===== src/rtl/text_console_ctrl.sv =====
`default_nettype none
// +----------------------------------------------------------------------------+
// | text_console_ctrl: ASCII stream to 80x30 text RAM sequencer (cursor,      |
// | control codes, screen/row clear); RAM written only during blanking.       |
// | Revision: 1.0                                                             |
// +----------------------------------------------------------------------------+
module text_console_ctrl #(
    parameter int          COLS       = 80,
    parameter int          ROWS       = 30,
    parameter int          ADDR_W     = 12,
    parameter logic [7:0]  BLANK_CHAR = 8'h20
) (
    input  logic              clk,
    input  logic              rst_n,
    input  logic              in_valid,
    output logic              in_ready,
    input  logic [7:0]        in_char,
    input  logic              blank,
    output logic              ram_we,
    output logic [ADDR_W-1:0] ram_addr,
    output logic [7:0]        ram_data,
    output logic [6:0]        cursor_col,
    output logic [4:0]        cursor_row,
    output logic              busy
);

    localparam logic [1:0] S_CLEAR_ALL = 2'd0;
    localparam logic [1:0] S_IDLE      = 2'd1;
    localparam logic [1:0] S_WRITE     = 2'd2;
    localparam logic [1:0] S_CLEAR_ROW = 2'd3;

    localparam logic [ADDR_W-1:0] LAST_CELL    = ADDR_W'(COLS*ROWS-1);
    localparam logic [ADDR_W-1:0] LAST_COL_IDX = ADDR_W'(COLS-1);
    localparam logic [ADDR_W-1:0] ROW_STEP     = ADDR_W'(COLS);
    localparam logic [6:0]        LAST_COL     = 7'(COLS-1);
    localparam logic [4:0]        LAST_ROW     = 5'(ROWS-1);

    logic [1:0]        state;
    logic [6:0]        col;
    logic [4:0]        row;
    logic [ADDR_W-1:0] row_base;
    logic [ADDR_W-1:0] idx;
    logic [7:0]        wr_char;
    logic              bs_pending;
    logic [4:0]        next_row;
    logic [ADDR_W-1:0] next_row_base;

    // Row wrap goes back to the top with no scrolling.
    always_comb begin
        next_row      = (row == LAST_ROW) ? 5'd0 : row + 5'd1;
        next_row_base = (row == LAST_ROW) ? '0 : row_base + ROW_STEP;
    end

    always_comb begin
        case (state)
            S_CLEAR_ALL: ram_addr = idx;
            S_WRITE:     ram_addr = row_base + ADDR_W'(col);
            default:     ram_addr = row_base + idx;
        endcase
    end

    assign ram_data   = (state == S_WRITE) ? wr_char : BLANK_CHAR;
    // Reset gating keeps the strobe low while held in reset, even with blank=1.
    assign ram_we     = blank & (state != S_IDLE) & rst_n;
    assign in_ready   = (state == S_IDLE);
    assign busy       = (state != S_IDLE);
    assign cursor_col = col;
    assign cursor_row = row;

    always_ff @(posedge clk or negedge rst_n) begin
        if (!rst_n) begin
            state      <= S_CLEAR_ALL;
            col        <= 7'd0;
            row        <= 5'd0;
            row_base   <= '0;
            idx        <= '0;
            wr_char    <= BLANK_CHAR;
            bs_pending <= 1'b0;
        end else begin
            case (state)
                S_CLEAR_ALL: begin
                    if (blank) begin
                        if (idx == LAST_CELL) begin
                            idx      <= '0;
                            col      <= 7'd0;
                            row      <= 5'd0;
                            row_base <= '0;
                            state    <= S_IDLE;
                        end else begin
                            idx <= idx + 1'b1;
                        end
                    end
                end
                S_IDLE: begin
                    if (in_valid) begin
                        if (in_char >= 8'h20 && in_char <= 8'h7E) begin
                            wr_char    <= in_char;
                            bs_pending <= 1'b0;
                            state      <= S_WRITE;
                        end else begin
                            case (in_char)
                                8'h0D: col <= 7'd0;
                                8'h0A: begin
                                    col      <= 7'd0;
                                    row      <= next_row;
                                    row_base <= next_row_base;
                                    idx      <= '0;
                                    state    <= S_CLEAR_ROW;
                                end
                                8'h08: begin
                                    if (col != 7'd0) begin
                                        col        <= col - 7'd1;
                                        wr_char    <= BLANK_CHAR;
                                        bs_pending <= 1'b1;
                                        state      <= S_WRITE;
                                    end
                                end
                                8'h0C: begin
                                    idx      <= '0;
                                    col      <= 7'd0;
                                    row      <= 5'd0;
                                    row_base <= '0;
                                    state    <= S_CLEAR_ALL;
                                end
                                default: ;
                            endcase
                        end
                    end
                end
                S_WRITE: begin
                    if (blank) begin
                        if (bs_pending) begin
                            state <= S_IDLE;
                        end else if (col != LAST_COL) begin
                            col   <= col + 7'd1;
                            state <= S_IDLE;
                        end else begin
                            col      <= 7'd0;
                            row      <= next_row;
                            row_base <= next_row_base;
                            idx      <= '0;
                            state    <= S_CLEAR_ROW;
                        end
                    end
                end
                default: begin
                    if (blank) begin
                        if (idx == LAST_COL_IDX) begin
                            idx   <= '0;
                            state <= S_IDLE;
                        end else begin
                            idx <= idx + 1'b1;
                        end
                    end
                end
            endcase
        end
    end

endmodule
`default_nettype wire


===== config.mk =====
export PLATFORM = sky130hd
export DESIGN_NAME = text_console_ctrl
export DESIGN_NICKNAME = d
export VERILOG_FILES = /design/src/rtl/text_console_ctrl.sv
export SDC_FILE = /design/constraint.sdc
export NUM_CORES = 1
export LEC_CHECK = 0
export BUFFER_PORTS_ARGS = -buffer_cell sky130_fd_sc_hd__buf_2
export CAP_MARGIN = 20
export CORE_UTILIZATION = 59
export DETAILED_ROUTE_END_ITERATION = 6
export PLACE_DENSITY = 0.81
export SYNTH_ARGS = -nofsm -noshare
export SYNTH_HDL_FRONTEND = slang
export SYNTH_SLANG_ARGS = --single-unit

===== constraint.sdc =====
create_clock -name clk -period 4.6 [get_ports clk]
set_input_delay 0.92 -clock clk [delete_from_list [all_inputs] [get_ports clk]]
set_output_delay 0.92 -clock clk [all_outputs]
set_load 0.05 [all_outputs]

# Word level (Yosys, flattened, before mapping)
# Cells that the tools add are included.
dict set report totals {
  ff_bits 47
}
dict set report classes {
  add_sub_neg 7
  order_cmp 2
  n_eq_ne 24
  muxes 61
  n_bitwise 2
  reduce_logical 15
}
# op n
set ops {}
lappend ops {{$mux 12} 18}
lappend ops {{$pmux 12 s3} 2}
lappend ops {{$mux 7} 8}
lappend ops {{$pmux 12 s2} 2}
lappend ops {{$mux 5} 8}
lappend ops {{$eq 8x4->1 const B} 4}
lappend ops {{$mux 8} 4}
lappend ops {{$pmux 7 s3} 1}
lappend ops {{$mux 2} 10}
lappend ops {{$reduce_and 9->1} 2}
lappend ops {{$ne 2x2->1 const B} 8}
lappend ops {{$reduce_and 8->1} 2}
lappend ops {{$pmux 5 s3} 1}
lappend ops {{$pmux 7 s2} 1}
lappend ops {{$add 12x1->12 const B} 1}
lappend ops {{$add 12x12->12} 1}
lappend ops {{$add 12x7->12} 1}
lappend ops {{$add 12x7->12 const B} 1}
lappend ops {{$eq 12x12->1 const B} 1}
lappend ops {{$eq 12x7->1 const B} 1}
lappend ops {{$pmux 2 s3} 2}
lappend ops {{$pmux 5 s2} 1}
lappend ops {{$ge 8x6->1 const B} 1}
lappend ops {{$le 8x7->1 const B} 1}
lappend ops {{other kinds (24)} 29}

# Logic depth before layout (Yosys ltp)
# Gate-level depths: netlist (run 1).
dict set report depth {
  word_depth 6
  mapped_depth 12
}

# Worst setup path before layout (run 1)
# No wires, ideal clock.
dict set report synth_timing {
  kind {reg2out}
  start {register state[0]}
  end {output port ram_addr[8]}
  arrival_time_ps 3806
  required_ps 3680
  path_slack_ps -126
  path_stages_with_launch 13
  path_buffers 1
  path_cell_list {dfrtp_1 inv_1 ha_1 clkbuf_1 mux2_2 ha_1 fa_1 a21oi_1 o21ai_0 a21oi_1 o21ai_0 xnor2_1 o21ai_0}
}
dict set report synth_via {
  elab_chain_len 2
  word_cells_on_any_way 3
}
# item line_no
set synth_rtl {}
lappend synth_rtl {{start: declaration} 38} ;# logic [1:0] state;
lappend synth_rtl {{start signal: assignment} 72} ;# state <= S_CLEAR_ALL;
lappend synth_rtl {{start signal: assignment} 88} ;# state <= S_IDLE;
lappend synth_rtl {{start signal: assignment} 99} ;# state <= S_WRITE;
lappend synth_rtl {{$eq 2x2->1 / $logic_not 2->1 (equally long branches)} 55} ;# case (state)
lappend synth_rtl {{$pmux 12 s2 *} 55}
lappend synth_rtl {{end: declaration} 20} ;# output logic [ADDR_W-1:0] ram_addr,
# Mark *: on every way between the ends. The rest lies on a longest branch, timed or not.

# Worst setup path after layout (run 1)
dict set report layout_timing {
  start {register state[0]}
  end {output port ram_addr[11]}
}
# The elaborated chain is that of the path after synthesis.

==> flow_results.xml, run 1 <==
<?xml version="1.0" encoding="UTF-8"?>
<metrics>
  <group name="synth">
    <metric name="netlist_instances" unit="">442</metric>
    <metric name="synth.lib_cells_used.distinct" unit="">62</metric>
    <metric name="synth.cell_area" unit="um2">3730</metric>
    <metric name="avgSynthCellArea" unit="um2">8.43</metric>
    <metric name="yosys_warnings" unit="">0</metric>
    <metric name="synth_top_area_cell" unit="">sky130_fd_sc_hd__dfrtp_1</metric>
    <metric name="seq_area_frac_synth" unit="%">31.6</metric>
    <metric name="postSynth.topFlopCell" unit="">sky130_fd_sc_hd__dfrtp_1</metric>
    <metric name="synth_enable_flop_cells" unit="">0</metric>
    <metric name="async_flop_share" unit="%">100</metric>
    <metric name="synth_seq_cells" unit="">47</metric>
    <metric name="post_synth_main_area_contributors" unit="">sky130_fd_sc_hd__dfrtp_1 31%, sky130_fd_sc_hd__ha_1 8.1%, sky130_fd_sc_hd__o21ai_0 5.4%, sky130_fd_sc_hd__nand2_1 3.9%, sky130_fd_sc_hd__nand3_1 3.0%</metric>
    <metric name="yosysTopAreaCellShare" unit="%">30.9</metric>
    <metric name="synth_nets" unit="">479</metric>
  </group>
  <group name="power_and_ir_drop">
    <metric name="switching_share" unit="%">52.5</metric>
    <metric name="comb_power_share" unit="%">59.2</metric>
    <metric name="pwr-share-clk" unit="%">12.1</metric>
    <metric name="power.total" unit="mW">2.23</metric>
    <metric name="power.density_cell_area" unit="nW/um2">545</metric>
    <metric name="power.sequential.fraction" unit="%">28.7</metric>
    <metric name="ir_drop" unit="mV">0.326</metric>
    <metric name="power.net_switching" unit="mW">1.17</metric>
    <metric name="cellInternalPower" unit="mW">1.06</metric>
    <metric name="p_leak" unit="nW">1.89</metric>
  </group>
  <group name="grt">
    <metric name="via_count_of_the_first_global_routing_pass" unit="">3073</metric>
    <metric name="globalRouteTotalUtil" unit="%">28.7</metric>
    <metric name="grt_start_max_net_pins" unit="">48</metric>
    <metric name="grt_pass1_wl" unit="um">14600</metric>
    <metric name="antenna_found_initial" unit="">0</metric>
    <metric name="grt_overflow" unit="">0</metric>
  </group>
  <group name="clock_tree">
    <metric name="worstSkewPairLatency" unit="ns">0.31</metric>
    <metric name="cts-root-buf" unit="">sky130_fd_sc_hd__clkbuf_8</metric>
    <metric name="clock-sinks" unit="">47</metric>
    <metric name="tritoncts.num_buffers" unit="">5</metric>
    <metric name="clkSlewWorstSetupHoldPaths" unit="ns">0.09</metric>
    <metric name="cts-htree-levels" unit="">2</metric>
    <metric name="tritoncts" unit="">done</metric>
    <metric name="max-clock-path-buffers" unit="">2</metric>
  </group>
  <group name="setup_path">
    <metric name="worstPathArrival" unit="ns">3.48</metric>
    <metric name="worst-setup-path-type" unit="">register to output pin</metric>
    <metric name="crit_path_max_fanout" unit="">10</metric>
    <metric name="endpoint_kind" unit="">output pin</metric>
    <metric name="startpoint_type" unit="">register</metric>
    <metric name="cp_data_required_time" unit="ns">3.68</metric>
  </group>
  <group name="cells_and_area">
    <metric name="diodes" unit="">0</metric>
    <metric name="layout.nets" unit="">508</metric>
    <metric name="area_growth_syn_to_layout" unit="%">9.74</metric>
    <metric name="drive_gt1_share" unit="%">16.7</metric>
  </group>
  <group name="hold_path">
    <metric name="min-delay-path-class" unit="">register to register</metric>
  </group>
  <group name="sta">
    <metric name="grt_setup_unrepaired" unit="">no</metric>
    <metric name="worst-slew-pin-transition" unit="ns">1.03</metric>
    <metric name="setup_total_negative_slack" unit="ns">0</metric>
    <metric name="report.final.hold_viol_count" unit="">0</metric>
    <metric name="finalCritPeriodShare" unit="%">95.7</metric>
    <metric name="max_freq" unit="MHz">227</metric>
    <metric name="final.setup_skew" unit="ns">0.00747</metric>
    <metric name="worst_slew_margin_rel" unit="%">31.2</metric>
    <metric name="postLayoutSetupSlackWorst" unit="ns">0.196</metric>
    <metric name="setup_violations" unit="">0</metric>
    <metric name="finalWorstPathRequiredPeriod" unit="ns">4.40</metric>
    <metric name="hold_slack" unit="ns">0.484</metric>
    <metric name="timing.final.max_slew_violations" unit="">0</metric>
  </group>
  <group name="status">
    <metric name="status" unit="">completed</metric>
  </group>
  <group name="die">
    <metric name="core_ar" unit="um2">5990</metric>
    <metric name="chipHeight" unit="um">81.5</metric>
    <metric name="die-width" unit="um">81.5</metric>
    <metric name="num_rows" unit="">28</metric>
    <metric name="die_area" unit="um2">6640</metric>
    <metric name="ioPinCount" unit="">47</metric>
    <metric name="floorplan.initialDensity" unit="%">62.2</metric>
  </group>
  <group name="route">
    <metric name="route.detailed.wl_per_inst" unit="um">16.5</metric>
    <metric name="dr.first_iter.drc_count" unit="">186</metric>
    <metric name="drt_drc_violations_left" unit="">0</metric>
    <metric name="detailedRoute.firstPassIterationCount" unit="">5</metric>
    <metric name="avgViaCountPerCell" unit="">6.29</metric>
    <metric name="detail-route-antenna-nets" unit="">0</metric>
    <metric name="detailroute.via_count" unit="">3439</metric>
    <metric name="route.final.wire_length" unit="um">9000</metric>
  </group>
  <group name="placed_design">
    <metric name="dpl_worst_slack" unit="ns">0.169</metric>
    <metric name="port_buffers" unit="">46</metric>
    <metric name="routabilityCongestion" unit="">0.905</metric>
    <metric name="dpl.hpwl" unit="um">6510</metric>
  </group>
  <group name="flow_run">
    <metric name="timing.max_cap.violations" unit="">0</metric>
  </group>
</metrics>
==> registers in the layout (all words and copies together) (netlist names) <==
name and flops:
idx 12, row_base 12, wr_char 8, cursor_col 7, cursor_row 5, state 2
bs_pending 1
==> cells in the mapped netlist, types with 3 or more instances <==
| master | number |
|---|---|
| sky130_fd_sc_hd__and3_1 | 6 |
| sky130_fd_sc_hd__dfrtp_1 | 46 |
| sky130_fd_sc_hd__xnor2_1 | 7 |
| sky130_fd_sc_hd__clkbuf_1 | 24 |
| sky130_fd_sc_hd__nor4_1 | 4 |
| sky130_fd_sc_hd__nor3_1 | 6 |
| sky130_fd_sc_hd__o21a_1 | 4 |
| sky130_fd_sc_hd__a22o_1 | 8 |
| sky130_fd_sc_hd__nor2_1 | 24 |
| sky130_fd_sc_hd__ha_1 | 24 |
| sky130_fd_sc_hd__or4_1 | 3 |
| sky130_fd_sc_hd__o21bai_1 | 3 |
| sky130_fd_sc_hd__mux2_2 | 9 |
| sky130_fd_sc_hd__a21oi_1 | 10 |
| sky130_fd_sc_hd__o211ai_1 | 5 |
| sky130_fd_sc_hd__nor3b_1 | 4 |
| sky130_fd_sc_hd__o31ai_1 | 11 |
| sky130_fd_sc_hd__a31oi_1 | 7 |
| sky130_fd_sc_hd__nand2b_1 | 9 |
| sky130_fd_sc_hd__and2_1 | 11 |
| sky130_fd_sc_hd__nor2b_1 | 16 |
| sky130_fd_sc_hd__xor2_1 | 6 |
| sky130_fd_sc_hd__a41oi_1 | 3 |
| sky130_fd_sc_hd__o31ai_2 | 4 |
| sky130_fd_sc_hd__o21ai_0 | 40 |
| sky130_fd_sc_hd__nand3_1 | 22 |
| sky130_fd_sc_hd__nand2_1 | 39 |
| sky130_fd_sc_hd__o21ai_1 | 13 |
| sky130_fd_sc_hd__inv_1 | 20 |
| sky130_fd_sc_hd__mux2i_1 | 4 |
| sky130_fd_sc_hd__a21o_1 | 10 |
| sky130_fd_sc_hd__o41ai_1 | 3 |
==> timing repair <==
item                       4_1_cts  5_1_grt
gates cloned                     0        0
hold buffers                     0        0
setup endpoints to repair        1        2
buffers inserted                 0        0
resized for setup                3        4
==> cells in the final DEF (no fill, tap or decap), types with 5 or more instances in the layout <==
cell type and n:
sky130_fd_sc_hd__and2_1 11, sky130_fd_sc_hd__mux2_2 9, sky130_fd_sc_hd__o211ai_1 5, sky130_fd_sc_hd__a22o_1 8, sky130_fd_sc_hd__nor2_1 24, sky130_fd_sc_hd__buf_4 5, sky130_fd_sc_hd__a21oi_1 10, sky130_fd_sc_hd__buf_2 45
sky130_fd_sc_hd__ha_1 23, sky130_fd_sc_hd__nand3_1 22, sky130_fd_sc_hd__inv_1 19, sky130_fd_sc_hd__and3_1 6, sky130_fd_sc_hd__nor3_1 6, sky130_fd_sc_hd__o31ai_1 11, sky130_fd_sc_hd__xnor2_1 7, sky130_fd_sc_hd__o21ai_0 37
sky130_fd_sc_hd__xor2_1 6, sky130_fd_sc_hd__dfrtp_1 46, sky130_fd_sc_hd__nand2b_1 9, sky130_fd_sc_hd__nand2_1 39, sky130_fd_sc_hd__clkbuf_8 6, sky130_fd_sc_hd__o21ai_1 15, sky130_fd_sc_hd__a21o_1 10, sky130_fd_sc_hd__nor2b_1 16
sky130_fd_sc_hd__a31oi_1 7
==> critical path, cell delays in order, from the launching register on <==
cell and delay, ns:
sky130_fd_sc_hd__dfrtp_1 0.45, sky130_fd_sc_hd__inv_2 0.13, sky130_fd_sc_hd__ha_4 0.21, sky130_fd_sc_hd__mux2_2 0.38
sky130_fd_sc_hd__ha_1 0.31, sky130_fd_sc_hd__a211oi_2 0.21, sky130_fd_sc_hd__o21ai_2 0.13, sky130_fd_sc_hd__o2111a_1 0.26
sky130_fd_sc_hd__or4_1 0.53, sky130_fd_sc_hd__a211o_1 0.31, sky130_fd_sc_hd__nand3_1 0.07, sky130_fd_sc_hd__buf_4 0.20
==> power by group through the flow <==
stage,Clock (mW),Combinational [mW],Sequential (mW)
finish,0.269,1.32,0.638
global route,0.291,1.43,0.656
CTS,0.277,1.30,0.634
detailed placement,0,1.30,0.640
global placement,0,1.27,0.634
floorplan,0,0.979,0.667
==> cell families (layout without fill, tap and decap cells) <==
| group | Yosys count | in the layout | synth area share, % |
|---|---|---|---|
| AND/OR/NAND/NOR | 158 | 158 | 22.9 |
| AO/OA/AOI/OAI | 138 | 138 | 25.0 |
| buffers and inverters | 48 | 78 | 5.07 |
| flip-flops | 47 | 47 | 31.6 |
| adder cells (fa/ha/maj) | 25 | 25 | 8.60 |
| XOR/XNOR | 13 | 13 | 3.06 |
| multiplexers | 13 | 13 | 3.79 |
==> cell type report <==
class | count | area [um2]
tap | 75 | 93.8
inverter | 20 | 75.1
clock inverter | 2 | 16.3
fill | 509 | 1900
sequential | 47 | 1180
multi-input combinational | 347 | 2380
timing repair buffer | 50 | 263
clock buffer | 6 | 82.6
==> per-layer routing <==
metal  GRT usage, %  wire length, um
met1           37.3             4050
met2           49.1             4360
met3           4.11              474
met4           8.75              114
met5              0                0
==> worst paths after layout <==
path / slack (ns) / endpoint / cells past startpoint / startpoint
max: 0.20 / ram_addr[11] / 11 / state[0]
min: 0.48 / wr_char[7] / 1 / wr_char[7]
max reg2reg: 1.26 / row_base[11] / 8 / state[1]
min reg2reg: 0.48 / wr_char[7] / 1 / wr_char[7]
max in group asynchronous: 3.47 / cursor_col[1] / 2 / rst_n
min in group asynchronous: 0.72 / wr_char[2] / 2 / rst_n
==> per-stage QoR <==
step                std cells  utilization (%)  instance area, um2
floorplan                 442                -                3730
global placement          539             66.2                3970
detailed placement        539             66.2                3970
CTS                       547             67.9                4070
global route              547             68.3                4090
finish                    547             68.3                4090
No activity file was read; power rests on OpenSTA's default activity.
==> run 2: changes to the inputs <==
--- a/config.mk
+++ b/config.mk
@@ -7,9 +7,9 @@
 export LEC_CHECK = 0
 export BUFFER_PORTS_ARGS = -buffer_cell sky130_fd_sc_hd__buf_2
 export CAP_MARGIN = 20
-export CORE_UTILIZATION = 59
+export CORE_UTILIZATION = 53
 export DETAILED_ROUTE_END_ITERATION = 6
-export PLACE_DENSITY = 0.81
+export PLACE_DENSITY = 0.77
 export SYNTH_ARGS = -nofsm -noshare
 export SYNTH_HDL_FRONTEND = slang
 export SYNTH_SLANG_ARGS = --single-unit
==> constraint.sdc (replaced) <==
create_clock -name clk -period 3.65 [get_ports clk]
set_input_delay 0.73 -clock clk [delete_from_list [all_inputs] [get_ports clk]]
set_output_delay 0.73 -clock clk [all_outputs]
set_load 0.05 [all_outputs]
==> run 2 against run 1 <==
  * The flow now finishes with violations (negative setup slack)
  * Sequential share of layout area decreased by 3.1 points
  * Clock power rose by 51%
  * First-iteration DRC count increased by 48%
  * Design area up 12%
  * Via count increased by 2.4%
  * Sequential power increased by 16%
  * Non-clock buffer count rose by 33
  * Worst hold slack improved by 0.018 ns
  * Combinational power is 48% higher
  * Register-to-register slack got worse by 0.71 ns
  * Sequential cell count unchanged
  * Critical path type unchanged
  * Largest cell class unchanged
==> flow_results.xml, run 2 (synthesis gave the netlist of run 1 again) <==
<?xml version="1.0" encoding="UTF-8"?>
<metrics>
  <group name="grt">
    <metric name="gr-max-usage-layer" unit="">met2</metric>
    <metric name="grt_overflow" unit="">0</metric>
    <metric name="globalRouteTotalUtil" unit="%">27.2</metric>
    <metric name="antenna_found_initial" unit="">0</metric>
    <metric name="grt_start_max_net_pins" unit="">48</metric>
    <metric name="gr-usage-met2" unit="%">46.4</metric>
    <metric name="grt_use_met3" unit="%">3.18</metric>
    <metric name="grt_util_met1" unit="%">36.9</metric>
    <metric name="grt_pass1_wl" unit="um">15900</metric>
    <metric name="via_count_of_the_first_global_routing_pass" unit="">3275</metric>
  </group>
  <group name="cells_and_area">
    <metric name="largest_registers" unit="">idx: 12 flops, row_base: 12 flops, wr_char: 8 flops</metric>
    <metric name="area.sequential" unit="um2">1180</metric>
    <metric name="drive_gt1_share" unit="%">26.3</metric>
    <metric name="layout.cell_area.non_filler" unit="um2">4570</metric>
    <metric name="post_layout_nonfiller_instances" unit="">601</metric>
    <metric name="finalCoreUtilization" unit="%">67.3</metric>
    <metric name="mostFrequentLayoutCells" unit="">46 x sky130_fd_sc_hd__dfrtp_1, 41 x sky130_fd_sc_hd__buf_2, 39 x sky130_fd_sc_hd__nand2_1, 35 x sky130_fd_sc_hd__buf_4, 29 x sky130_fd_sc_hd__o21ai_0</metric>
    <metric name="layout.nets" unit="">541</metric>
    <metric name="diodes" unit="">0</metric>
    <metric name="final.fill_count" unit="">538</metric>
    <metric name="area_of_the_multi_input_gates" unit="um2">2540</metric>
    <metric name="layout.cells.most_common" unit="">sky130_fd_sc_hd__dfrtp_1</metric>
    <metric name="area_growth_syn_to_layout" unit="%">22.8</metric>
  </group>
  <group name="sta">
    <metric name="final.setup_skew" unit="ns">0.00749</metric>
    <metric name="max_freq" unit="MHz">251</metric>
    <metric name="report.final.hold_viol_count" unit="">0</metric>
    <metric name="worst_slew_margin_rel" unit="%">48.5</metric>
    <metric name="timing.final.max_slew_violations" unit="">0</metric>
    <metric name="setup_violations" unit="">4</metric>
    <metric name="finalWorstPathRequiredPeriod" unit="ns">3.98</metric>
    <metric name="grt_setup_unrepaired" unit="">yes</metric>
    <metric name="postLayoutSetupSlackWorst" unit="ns">-0.330</metric>
    <metric name="worst-slew-pin-transition" unit="ns">0.773</metric>
    <metric name="finalCritPeriodShare" unit="%">109</metric>
  </group>
  <group name="clock_tree">
    <metric name="tritoncts" unit="">done</metric>
    <metric name="cts-htree-levels" unit="">2</metric>
    <metric name="worstSkewPairLatency" unit="ns">0.31</metric>
    <metric name="max-clock-path-buffers" unit="">2</metric>
    <metric name="post_cts_hold_buffer_count" unit="">0</metric>
    <metric name="cts-root-buf" unit="">sky130_fd_sc_hd__clkbuf_8</metric>
    <metric name="clkSlewWorstSetupHoldPaths" unit="ns">0.10</metric>
    <metric name="clock-sinks" unit="">47</metric>
    <metric name="tritoncts.num_buffers" unit="">5</metric>
  </group>
  <group name="route">
    <metric name="drt_drc_violations_left" unit="">0</metric>
    <metric name="route.final.wire_length" unit="um">9550</metric>
    <metric name="avgViaCountPerCell" unit="">5.86</metric>
    <metric name="detail-route-antenna-nets" unit="">0</metric>
    <metric name="detailedRoute.firstPassIterationCount" unit="">5</metric>
    <metric name="route.detailed.wl_per_inst" unit="um">15.9</metric>
    <metric name="dr.first_iter.drc_count" unit="">276</metric>
    <metric name="detailroute.via_count" unit="">3522</metric>
  </group>
  <group name="flow_run">
    <metric name="timing.max_cap.violations" unit="">0</metric>
  </group>
  <group name="status">
    <metric name="status" unit="">finished, violations left</metric>
    <metric name="failed_checks" unit="">negative setup slack</metric>
  </group>
  <group name="placed_design">
    <metric name="placed_instance_area" unit="um2">4270</metric>
    <metric name="dpl.hpwl" unit="um">6860</metric>
    <metric name="port_buffers" unit="">46</metric>
    <metric name="dpl_worst_slack" unit="ns">-0.196</metric>
    <metric name="routabilityCongestion" unit="">0.857</metric>
    <metric name="dp.cells" unit="">590</metric>
  </group>
  <group name="setup_path">
    <metric name="endpoint_kind" unit="">output pin</metric>
    <metric name="cp_data_required_time" unit="ns">2.92</metric>
    <metric name="worst-setup-path-type" unit="">register to output pin</metric>
    <metric name="crit_path_max_fanout" unit="">7</metric>
    <metric name="worstPathArrival" unit="ns">3.25</metric>
    <metric name="startpoint_type" unit="">register</metric>
  </group>
  <group name="power_and_ir_drop">
    <metric name="ir_drop" unit="mV">0.287</metric>
    <metric name="power.total" unit="mW">3.11</metric>
    <metric name="power.density_cell_area" unit="nW/um2">679</metric>
    <metric name="p_leak" unit="nW">2.10</metric>
  </group>
  <group name="die">
    <metric name="core_ar" unit="um2">6790</metric>
    <metric name="num_rows" unit="">30</metric>
    <metric name="die_area" unit="um2">7370</metric>
    <metric name="chipHeight" unit="um">85.8</metric>
    <metric name="ioPinCount" unit="">47</metric>
    <metric name="die-width" unit="um">85.8</metric>
    <metric name="floorplan.initialDensity" unit="%">54.8</metric>
  </group>
  <group name="hold_path">
    <metric name="min-delay-path-class" unit="">register to register</metric>
  </group>
</metrics>
[run 2: power breakdown]
part / switching (mW) / internal [mW]
Sequential: 0.0995 / 0.637
Clock: 0.200 / 0.207
Combinational: 1.26 / 0.704
Total: 1.56 / 1.55
[run 2: cell type report]
cell class / count / area share [%]
clock buffers: 5 / 1.50
flip-flops and latches: 47 / 25.7
repair buffers: 83 / 12.0
well taps: 96 / 2.63
inverters: 20 / 1.64
clock inverters: 3 / 1.01
multi-input cells: 347 / 55.4
[run 2: final timing paths]
path | startpoint | endpoint | slack, ns | cells past startpoint
max in group asynchronous | rst_n | idx[7] | 2.69 | 2
max | state[0] | ram_addr[11] | -0.33 | 11
min in group asynchronous | rst_n | wr_char[4] | 0.54 | 2
min | wr_char[7] | wr_char[7] | 0.50 | 1
max reg2reg | state[0] | cursor_row[4] | 0.55 | 10
min reg2reg | wr_char[7] | wr_char[7] | 0.50 | 1
[run 2: repair_timing]
item	CTS	global route
gates resized for setup	27	11
pin swaps	8	12
setup buffers	0	3
setup endpoints to repair	4	5
[run 2: worst max-delay path, cell delays in order (launching register included)]
cell and delay [ns]:
sky130_fd_sc_hd__dfrtp_1 0.40, sky130_fd_sc_hd__inv_2 0.09, sky130_fd_sc_hd__ha_4 0.20, sky130_fd_sc_hd__mux2_4 0.34, sky130_fd_sc_hd__ha_4 0.24, sky130_fd_sc_hd__a211oi_4 0.26
sky130_fd_sc_hd__o21ai_2 0.12, sky130_fd_sc_hd__o2111a_1 0.26, sky130_fd_sc_hd__or4_4 0.50, sky130_fd_sc_hd__a211o_1 0.31, sky130_fd_sc_hd__nand3_4 0.07, sky130_fd_sc_hd__buf_8 0.15
[run 2: through the flow]
step           hold WS (ns)  setup TNS (ns)
3_3_place_gp          0.461          -0.117
3_5_place_dp          0.482          -0.196
5_1_grt               0.528           -1.22
4_1_cts               0.510          -0.585
2_1_floorplan         0.434         -0.0418
6_report              0.502          -0.739
[run 2: per-layer routing]
metal  wire length (um)  vias up  share of wire, %
met4                147        0               1.5
li1                   -     1734                 -
met1               4410     1687                46
met3                348       13               3.6
met2               4640       88                49
met5                  0        -                 0
